<file path="config.mk">
export PLATFORM = sky130hd
export DESIGN_NAME = fetch_decode_queue
export DESIGN_NICKNAME = d
export VERILOG_FILES = /design/src/rtl/fetch_decode_queue.sv
export SDC_FILE = /design/constraint.sdc
export NUM_CORES = 1
export LEC_CHECK = 0
export CAP_MARGIN = 20
export CORE_UTILIZATION = 59
export DETAILED_ROUTE_END_ITERATION = 16
export HOLD_SLACK_MARGIN = 0.08
export PLACE_DENSITY = 0.85
export SYNTH_ARGS = -nofsm -noshare
export SYNTH_HDL_FRONTEND = slang
export SYNTH_SLANG_ARGS = --single-unit
</file>
<file path="constraint.sdc">
create_clock -name clk -period 4.7 [get_ports clk]
set_clock_uncertainty 0.15 [all_clocks]
set_input_delay 0.705 -clock clk [delete_from_list [all_inputs] [get_ports clk]]
set_output_delay 0.705 -clock clk [all_outputs]
set_load 0.02 [all_outputs]
</file>
<file path="src/rtl/fetch_decode_queue.sv">
// -----------------------------------------------------------------------------
// fetch_decode_queue
//
// Instruction queue sitting between fetch and decode. Fetch pushes
// (instruction, PC) pairs into a circular buffer; decode sees the oldest pair
// through a valid/ready handshake. A flush drops every queued entry on a
// branch or redirect.
//
// Ports:
//   clk        rising-edge clock
//   rst        asynchronous, active-high reset
//   flush      synchronous discard of all entries (push/pop that cycle ignored)
//   in_valid   fetch presents a pair
//   in_ready   queue can accept a pair (not full); depends on state only
//   in_ir      instruction word from fetch
//   in_pc      PC of that instruction
//   out_valid  head entry valid (not empty)
//   out_ready  decode consumes the head this cycle
//   out_ir     head instruction, 0 when empty
//   out_pc     head PC, 0 when empty
//   count      current occupancy, 0..DEPTH
// -----------------------------------------------------------------------------
module fetch_decode_queue #(
  parameter int DEPTH  = 4,
  parameter int DATA_W = 32
) (
  input  logic                       clk,
  input  logic                       rst,
  input  logic                       flush,
  input  logic                       in_valid,
  output logic                       in_ready,
  input  logic [DATA_W-1:0]          in_ir,
  input  logic [DATA_W-1:0]          in_pc,
  output logic                       out_valid,
  input  logic                       out_ready,
  output logic [DATA_W-1:0]          out_ir,
  output logic [DATA_W-1:0]          out_pc,
  output logic [$clog2(DEPTH+1)-1:0] count
);

  localparam int PTR_W = $clog2(DEPTH);
  localparam int CNT_W = $clog2(DEPTH + 1);

  localparam logic [CNT_W-1:0] FULL_CNT = CNT_W'(DEPTH);

  // Power-of-two depth lets the pointers wrap by plain overflow.
  if ((DEPTH < 2) || ((DEPTH & (DEPTH - 1)) != 0)) begin : g_bad_depth
    $error("fetch_decode_queue: DEPTH must be a power of two and >= 2");
  end

  logic [DATA_W-1:0] r_mem_ir [DEPTH];
  logic [DATA_W-1:0] r_mem_pc [DEPTH];
  logic [PTR_W-1:0]  r_wr_ptr;
  logic [PTR_W-1:0]  r_rd_ptr;
  logic [CNT_W-1:0]  r_count;

  logic w_empty;
  logic w_push;
  logic w_pop;

  assign w_empty   = (r_count == '0);
  assign in_ready  = (r_count != FULL_CNT);
  assign out_valid = !w_empty;
  assign count     = r_count;

  // A flush cancels any handshake in the same cycle, so gate both here.
  assign w_push = in_valid  && in_ready  && !flush;
  assign w_pop  = out_valid && out_ready && !flush;

  // Head is a combinational read; forced to zero so an empty queue never
  // shows stale storage to decode.
  assign out_ir = w_empty ? '0 : r_mem_ir[r_rd_ptr];
  assign out_pc = w_empty ? '0 : r_mem_pc[r_rd_ptr];

  // NOTE: storage has no reset; validity is tracked by r_count alone, so
  // clearing the array would only cost reset fan-out for no behavioural gain.
  always_ff @(posedge clk) begin
    if (w_push) begin
      r_mem_ir[r_wr_ptr] <= in_ir;
      r_mem_pc[r_wr_ptr] <= in_pc;
    end
  end

  // NOTE: sequential state uses non-blocking assignments so every register
  // samples pre-edge values regardless of statement order.
  always_ff @(posedge clk or posedge rst) begin
    if (rst) begin
      r_wr_ptr <= '0;
      r_rd_ptr <= '0;
      r_count  <= '0;
    end else if (flush) begin
      r_wr_ptr <= '0;
      r_rd_ptr <= '0;
      r_count  <= '0;
    end else begin
      if (w_push) r_wr_ptr <= r_wr_ptr + PTR_W'(1);
      if (w_pop)  r_rd_ptr <= r_rd_ptr + PTR_W'(1);
      case ({w_push, w_pop})
        2'b10:   r_count <= r_count + CNT_W'(1);
        2'b01:   r_count <= r_count - CNT_W'(1);
        default: r_count <= r_count;  // idle, or push+pop cancel out
      endcase
    end
  end

endmodule

</file>
==> results.txt, run 1 <==
Setup WS pre-CTS: 1.25 ns
Setup Viol. Count Final: 0
Mean Syn Cell Area: 21.7 um2
Design area: 12500 um2
Run status: finished clean
Clk_lat worst skew: 0.50 ns
Cells after Synth: 471
Die Width: 134 um
Worst Tran Pin Value: 1.00 ns
Yosys top cell area share: 0.752
Setup CP Type: reg2out
Hold Buf Count CTS: 0
Clock power frac: 0.359
CTS HTree Levels: 1
Crit share post-route: 0.836
Number of max-cap violations: 0
Number of enable flip-flop cells after synthesis: 256
Antenna-violating nets left: 0
Clk buf depth: 3
Root Buffer Master: clkbuf_16
Post-CTS Resized: 0
Die area: 17800 um2
Synth Net Count: 545
Antenna cells: 0
Grt ovf: 0
Row count: 47
Clock transition at the registers of the reported paths: 0.06 ns
Global-route wire length before repair: 28400 um
Synth Flop Type: edfxtp_1
Final Net Count: 684
Share of layout cells above drive strength 1: 0.173
CTS tree: built
Internal power: 4160 uW
RSZ-0062 raised after global routing: no
Via count: 4900
GP Congestion: 0.732
Net Sw Power: 1190 uW
P_leak: 0.00397 uW
Slew margin rel.: 0.331
Routed len/inst: 21.5 um
Largest net degree at the start of global routing: 66
Antenna violations before repair: 1
Postcts setup bufs: 0
Fin. Hold Viols: 0
TritonCTS Buffers: 25
Synthesis-stage register bit count: 263
Mapped Area: 10200 um2
Main area contributors after synthesis: edfxtp_1 (75%), mux4_2 (14%), and2_1 (4.2%)
Register area share after synthesis: 0.770
Initial core utilization: 0.610
Worst hold path class: in2async
Maximum fanout along the worst path: 25
Startpoint Class: flop
Final slew viol count: 0
PwrDens: 427 nW/um2
TritonRoute pass-1 iters: 4
Final worst slack: 0.770 ns
Total wire length: 18100 um
Die height: 134 um
Async set-or-reset flop fraction in the synthesized netlist: 0.0266
Detailed Route Iter0 Violations: 297
Clock sinks: 263
CP required: 3.85 ns
Combinational Power Share: 0.137
Area of placed instances: 11800 um2
Drt drc: 0
Port Buf Inserts: 137
Worst path arrival time: 3.08 ns
Area of the core: 16800 um2
Hpwl dp: 10300 um
Fin Setup TNS: 0 ns
Crit path capture type: output port
Sw Ratio: 0.222
Vias/cell: 5.80
Gr usage total: 0.212
Yosys warns: 0
Number of global-route vias before repair: 5281
Ports: 138
F_max: 254 MHz
Reg power frac: 0.504
Tot Pwr: 5350 uW
Unique masters post-synth: 31
Maximum vdd drop: 0.291 mV
Dominant cell type by area after synthesis: edfxtp_1
P&R area growth vs syn: 22.7%
Minimum clock period: 3.93 ns
registers in the layout, indices dropped and copies added (netlist names):
| register | count |
|---|---|
| count | 3 |
| r_mem_pc | 128 |
| r_mem_ir | 128 |
| r_rd_ptr | 2 |
| r_wr_ptr | 2 |
metal layers:
layer  global-route usage  up-vias  part of all wire
met5                    0        -           0.00066
met4               0.0631        2             0.020
met3               0.0350       33             0.058
met2                0.350      186              0.50
met1                0.295     2498              0.42
li1                     -     2181                 -
metrics by stage:
stage,instances,utilization,hold slack [ns]
3_3_place_gp,803,0.701,0.425
3_5_place_dp,803,0.701,0.449
6_report,845,0.748,0.286
4_1_cts,845,0.748,0.277
5_1_grt,845,0.748,0.303
2_1_floorplan,471,-,0.358
area by class of cell:
| cell class | count | area [um2] |
|---|---|---|
| multi-input cells | 173 | 2180 |
| flip-flops and latches | 263 | 7870 |
| fillers | 946 | 4230 |
| clock inverters | 13 | 138 |
| clock buffers | 29 | 641 |
| well taps | 220 | 275 |
| inverters | 8 | 30.0 |
| repair buffers | 139 | 1400 |
critical path, cell delays in order, from the launching register on:
cell	delay (ns)
dfrtp_4	0.76
buf_4	0.41
mux4_2	0.59
and2_1	0.21
clkdlybuf4s50_1	0.60
cells by family after synthesis:
group	count (synthesis)	synth area share
flops	263	0.770
simple gates	85	0.0506
mux	65	0.142
buf+inv	35	0.0182
compound gates	15	0.00992
fa+ha+maj	5	0.00686
xor+xnor	3	0.00257
final timing paths:
path	from	to	slack, ns	depth (start not counted)
worst max register to register	count[0]	r_mem_ir[3][20]	2.15	3
worst min register to register	r_wr_ptr[0]	r_wr_ptr[0]	0.45	2
worst max-delay path	r_rd_ptr[0]	out_pc[10]	0.77	4
min in group clk	r_wr_ptr[0]	r_wr_ptr[0]	0.45	2
max in group asynchronous	rst	r_rd_ptr[0]	3.86	2
worst min-delay path	rst	count[0]	0.29	2
power by group through the flow:
stage	clock (uW)	sequential, uW	combinational, uW
5_1_grt	2030	2700	783
4_1_cts	1950	2700	744
2_1_floorplan	0	2710	449
3_3_place_gp	0	2740	723
3_5_place_dp	0	2750	739
6_report	1920	2700	734
Yosys cell counts, drive strengths merged (3+ instances only):
cell type / count
nor2: 3
edfxtp: 256
a21oi: 4
nand3: 4
mux4: 64
buf: 20
dfrtp: 7
and2: 69
ha: 4
inv: 8
clkbuf: 7
cells in the final DEF, fill, tap and decap left out, types with 3 or more instances in the layout:
cell type | netlist | routed
a21oi_1 | 4 | 4
and2_1 | 69 | 65
and2_4 | 0 | 4
bufinv_16 | 0 | 3
clkbuf_1 | 7 | 4
clkbuf_16 | 0 | 25
clkdlybuf4s50_1 | 0 | 137
clkinv_1 | 0 | 5
clkinv_2 | 0 | 4
dfrtp_1 | 7 | 5
edfxtp_1 | 256 | 256
ha_1 | 4 | 4
inv_1 | 8 | 8
mux4_2 | 64 | 64
nand3_1 | 4 | 4
nor2_1 | 3 | 3
No activity file was read; power rests on OpenSTA's default activity.
==> run 2, diff against run 1 <==
CORE_UTILIZATION = 49   (was 59)
PLACE_DENSITY = 0.75   (was 0.85)
clock period = 3.5 ns   (was 4.7 ns; I/O delays follow)
==> run 2 against run 1 <==
Against the previous run:
- die area grew 20%
- via count grew 1.5%
- sequential share of layout area down 1.9 points
- largest power group unchanged
==> results.txt, run 2 (synthesized netlist as in run 1, its figures left out) <==
Final Net Count: 703 (+2.8%)
Most common cell after layout, fill and taps aside: edfxtp_1
Setup CP Type: reg2out
Placed cells: 869 (+8.2%)
Startpoint Class: flop
Antenna violations before repair: 1 (unchanged)
Antenna cells: 0 (unchanged)
Clock transition at the registers of the reported paths: 0.06 ns (about the same)
Via count: 4975 (+1.5%)
Number of global-route vias before repair: 5514 (+4.4%)
Clk buf depth: 3 (unchanged)
Clk_lat worst skew: 0.52 ns (+0.02 ns)
Largest net degree at the start of global routing: 49 (-26%)
Port Buf Inserts: 137 (unchanged)
F_max: 298 MHz
Fin. Hold Viols: 0 (unchanged)
Die height: 146 um (+9.6%)
GP Congestion: 0.772 (+5.4%)
Final slew viol count: 0 (unchanged)
Total wire length: 19600 um (+7.8%)
Crit path capture type: output port
Non-filler instance count after layout: 920 (+8.9%)
Area of the core: 20400 um2 (+22%)
Tot Pwr: 7490 uW (+40%)
Hpwl dp: 11600 um (+13%)
Worst Tran Pin Value: 0.491 ns (-0.512 ns)
PwrDens: 579 nW/um2 (+36%)
Clock sinks: 263 (unchanged)
Initial core utilization: 0.502 (-0.108)
Grt ovf: 0 (unchanged)
Worst path arrival time: 2.68 ns (-0.40 ns)
P_leak: 0.00413 uW (+4.0%)
Routed len/inst: 21.3 um (-0.96%)
Fin Setup TNS: 0 ns (unchanged)
Worst hold path class: in2async
Maximum vdd drop: 0.555 mV (+91%)
Gr usage total: 0.189 (-0.0228)
Drt drc: 0 (unchanged)
M3 GR Usage: 0.0384 (+0.00343)
Most frequent cells in the layout: edfxtp_1 (256), clkdlybuf4s50_1 (137), and2_1 (65)
Setup Viol. Count Final: 0 (unchanged)
Crit share post-route: 0.958
Vias/cell: 5.41 (-6.7%)
Minimum clock period: 3.35 ns
Global routing met1 resource utilization: 0.256 (-0.0389)
Maximum fanout along the worst path: 24 (-4.0%)
Global-route wire length before repair: 30900 um (+8.5%)
Row count: 52 (+11%)
Grt met2 use: 0.318 (-0.0325)
Reg2Reg Depth: 4 (+1)
Run status: finished clean
CP required: 2.82 ns (-1.03 ns)
Die area: 21400 um2 (+20%)
TritonRoute pass-1 iters: 4 (unchanged)
Detailed Route Iter0 Violations: 296 (-0.34%)
Share of layout cells above drive strength 1: 0.202 (+0.0287)
Ports: 138 (unchanged)
RSZ-0062 raised after global routing: no
P&R area growth vs syn: 26.5%
Slew margin rel.: 0.668 (+0.337)
Number of max-cap violations: 0 (unchanged)
CTS HTree Levels: 1 (unchanged)
Grt peak-use layer: met2
TritonCTS Buffers: 27 (+8.0%)
Antenna-violating nets left: 0 (unchanged)
Die Width: 146 um (+9.6%)
Root Buffer Master: clkbuf_16
CTS tree: built
run 2: cell count changes in the layout (fill, tap and decap cells not counted), sizes merged:
| cell | before | now |
|---|---|---|
| clkinvlp | 0 | 2 |
| clkbuf | 29 | 28 |
| buf | 2 | 19 |
| clkinv | 9 | 15 |
| bufinv | 3 | 4 |
run 2: path summary, 6_finish.rpt:
kind                                   end        start  slack, ns
max                             out_pc[15]  r_rd_ptr[0]       0.15
min                            r_wr_ptr[1]          rst       0.10
max reg2reg                r_mem_ir[0][11]     count[0]       1.16
min reg2reg                    r_wr_ptr[1]  r_wr_ptr[1]       0.45
max in group asynchronous      r_rd_ptr[1]          rst       2.84
min in group clk               r_wr_ptr[1]  r_wr_ptr[1]       0.45
run 2: timing repair:
item | 4_1_cts | 5_1_grt
gates resized for setup | 1 | 0
hold endpoints to repair | 0 | 0
hold buffers | 0 | 0
buffers inserted | 1 | 0
setup endpoints to repair | 60 | 0
run 2: layout make-up:
| cell class | instances | area (um2) |
|---|---|---|
| multi-input combinational | 173 | 2180 |
| fill | 1377 | 7440 |
| clock buffer | 28 | 679 |
| sequential | 263 | 7870 |
| inverter | 8 | 30.0 |
| clock inverter | 22 | 206 |
| timing repair buffer | 156 | 1620 |
| tap | 270 | 338 |
run 2: metal layers:
layer / up-vias / wire (um)
li1: 2220 / -
met1: 2589 / 8240
met2: 145 / 9930
met3: 21 / 1150
met4: 0 / 242
met5: - / 0
run 2: worst max-delay path: stages (launching register included):
cell and delay (ns):
dfrtp_4 0.61, buf_12 0.27, mux4_2 0.54, and2_1 0.18, clkdlybuf4s50_1 0.55
run 2: stage by stage:
stage | utilization | worst slack [ns] | hold WS, ns | instance area, um2
final | 0.635 | 0.148 | 0.102 | 12900
after CTS | 0.635 | 0.0838 | 0.0927 | 12900
after floorplan | - | 0.351 | 0.178 | 10200
after detailed placement | 0.590 | 0.477 | 0.449 | 12000
after global placement | 0.590 | 0.489 | 0.421 | 12000
after global routing | 0.635 | 0.00370 | 0.137 | 12900
run 2: power breakdown:
group | switching [uW] | total (uW) | internal, uW
Combinational | 506 | 1050 | 548
Clock | 1130 | 2830 | 1700
Sequential | 49.3 | 3600 | 3550
==> run 3, diff against run 2 <==
GPL_ROUTABILITY_DRIVEN = 0   (was not set)
==> results of run 3 <==
Final layout, timing and power as in run 2 (identical DEF).
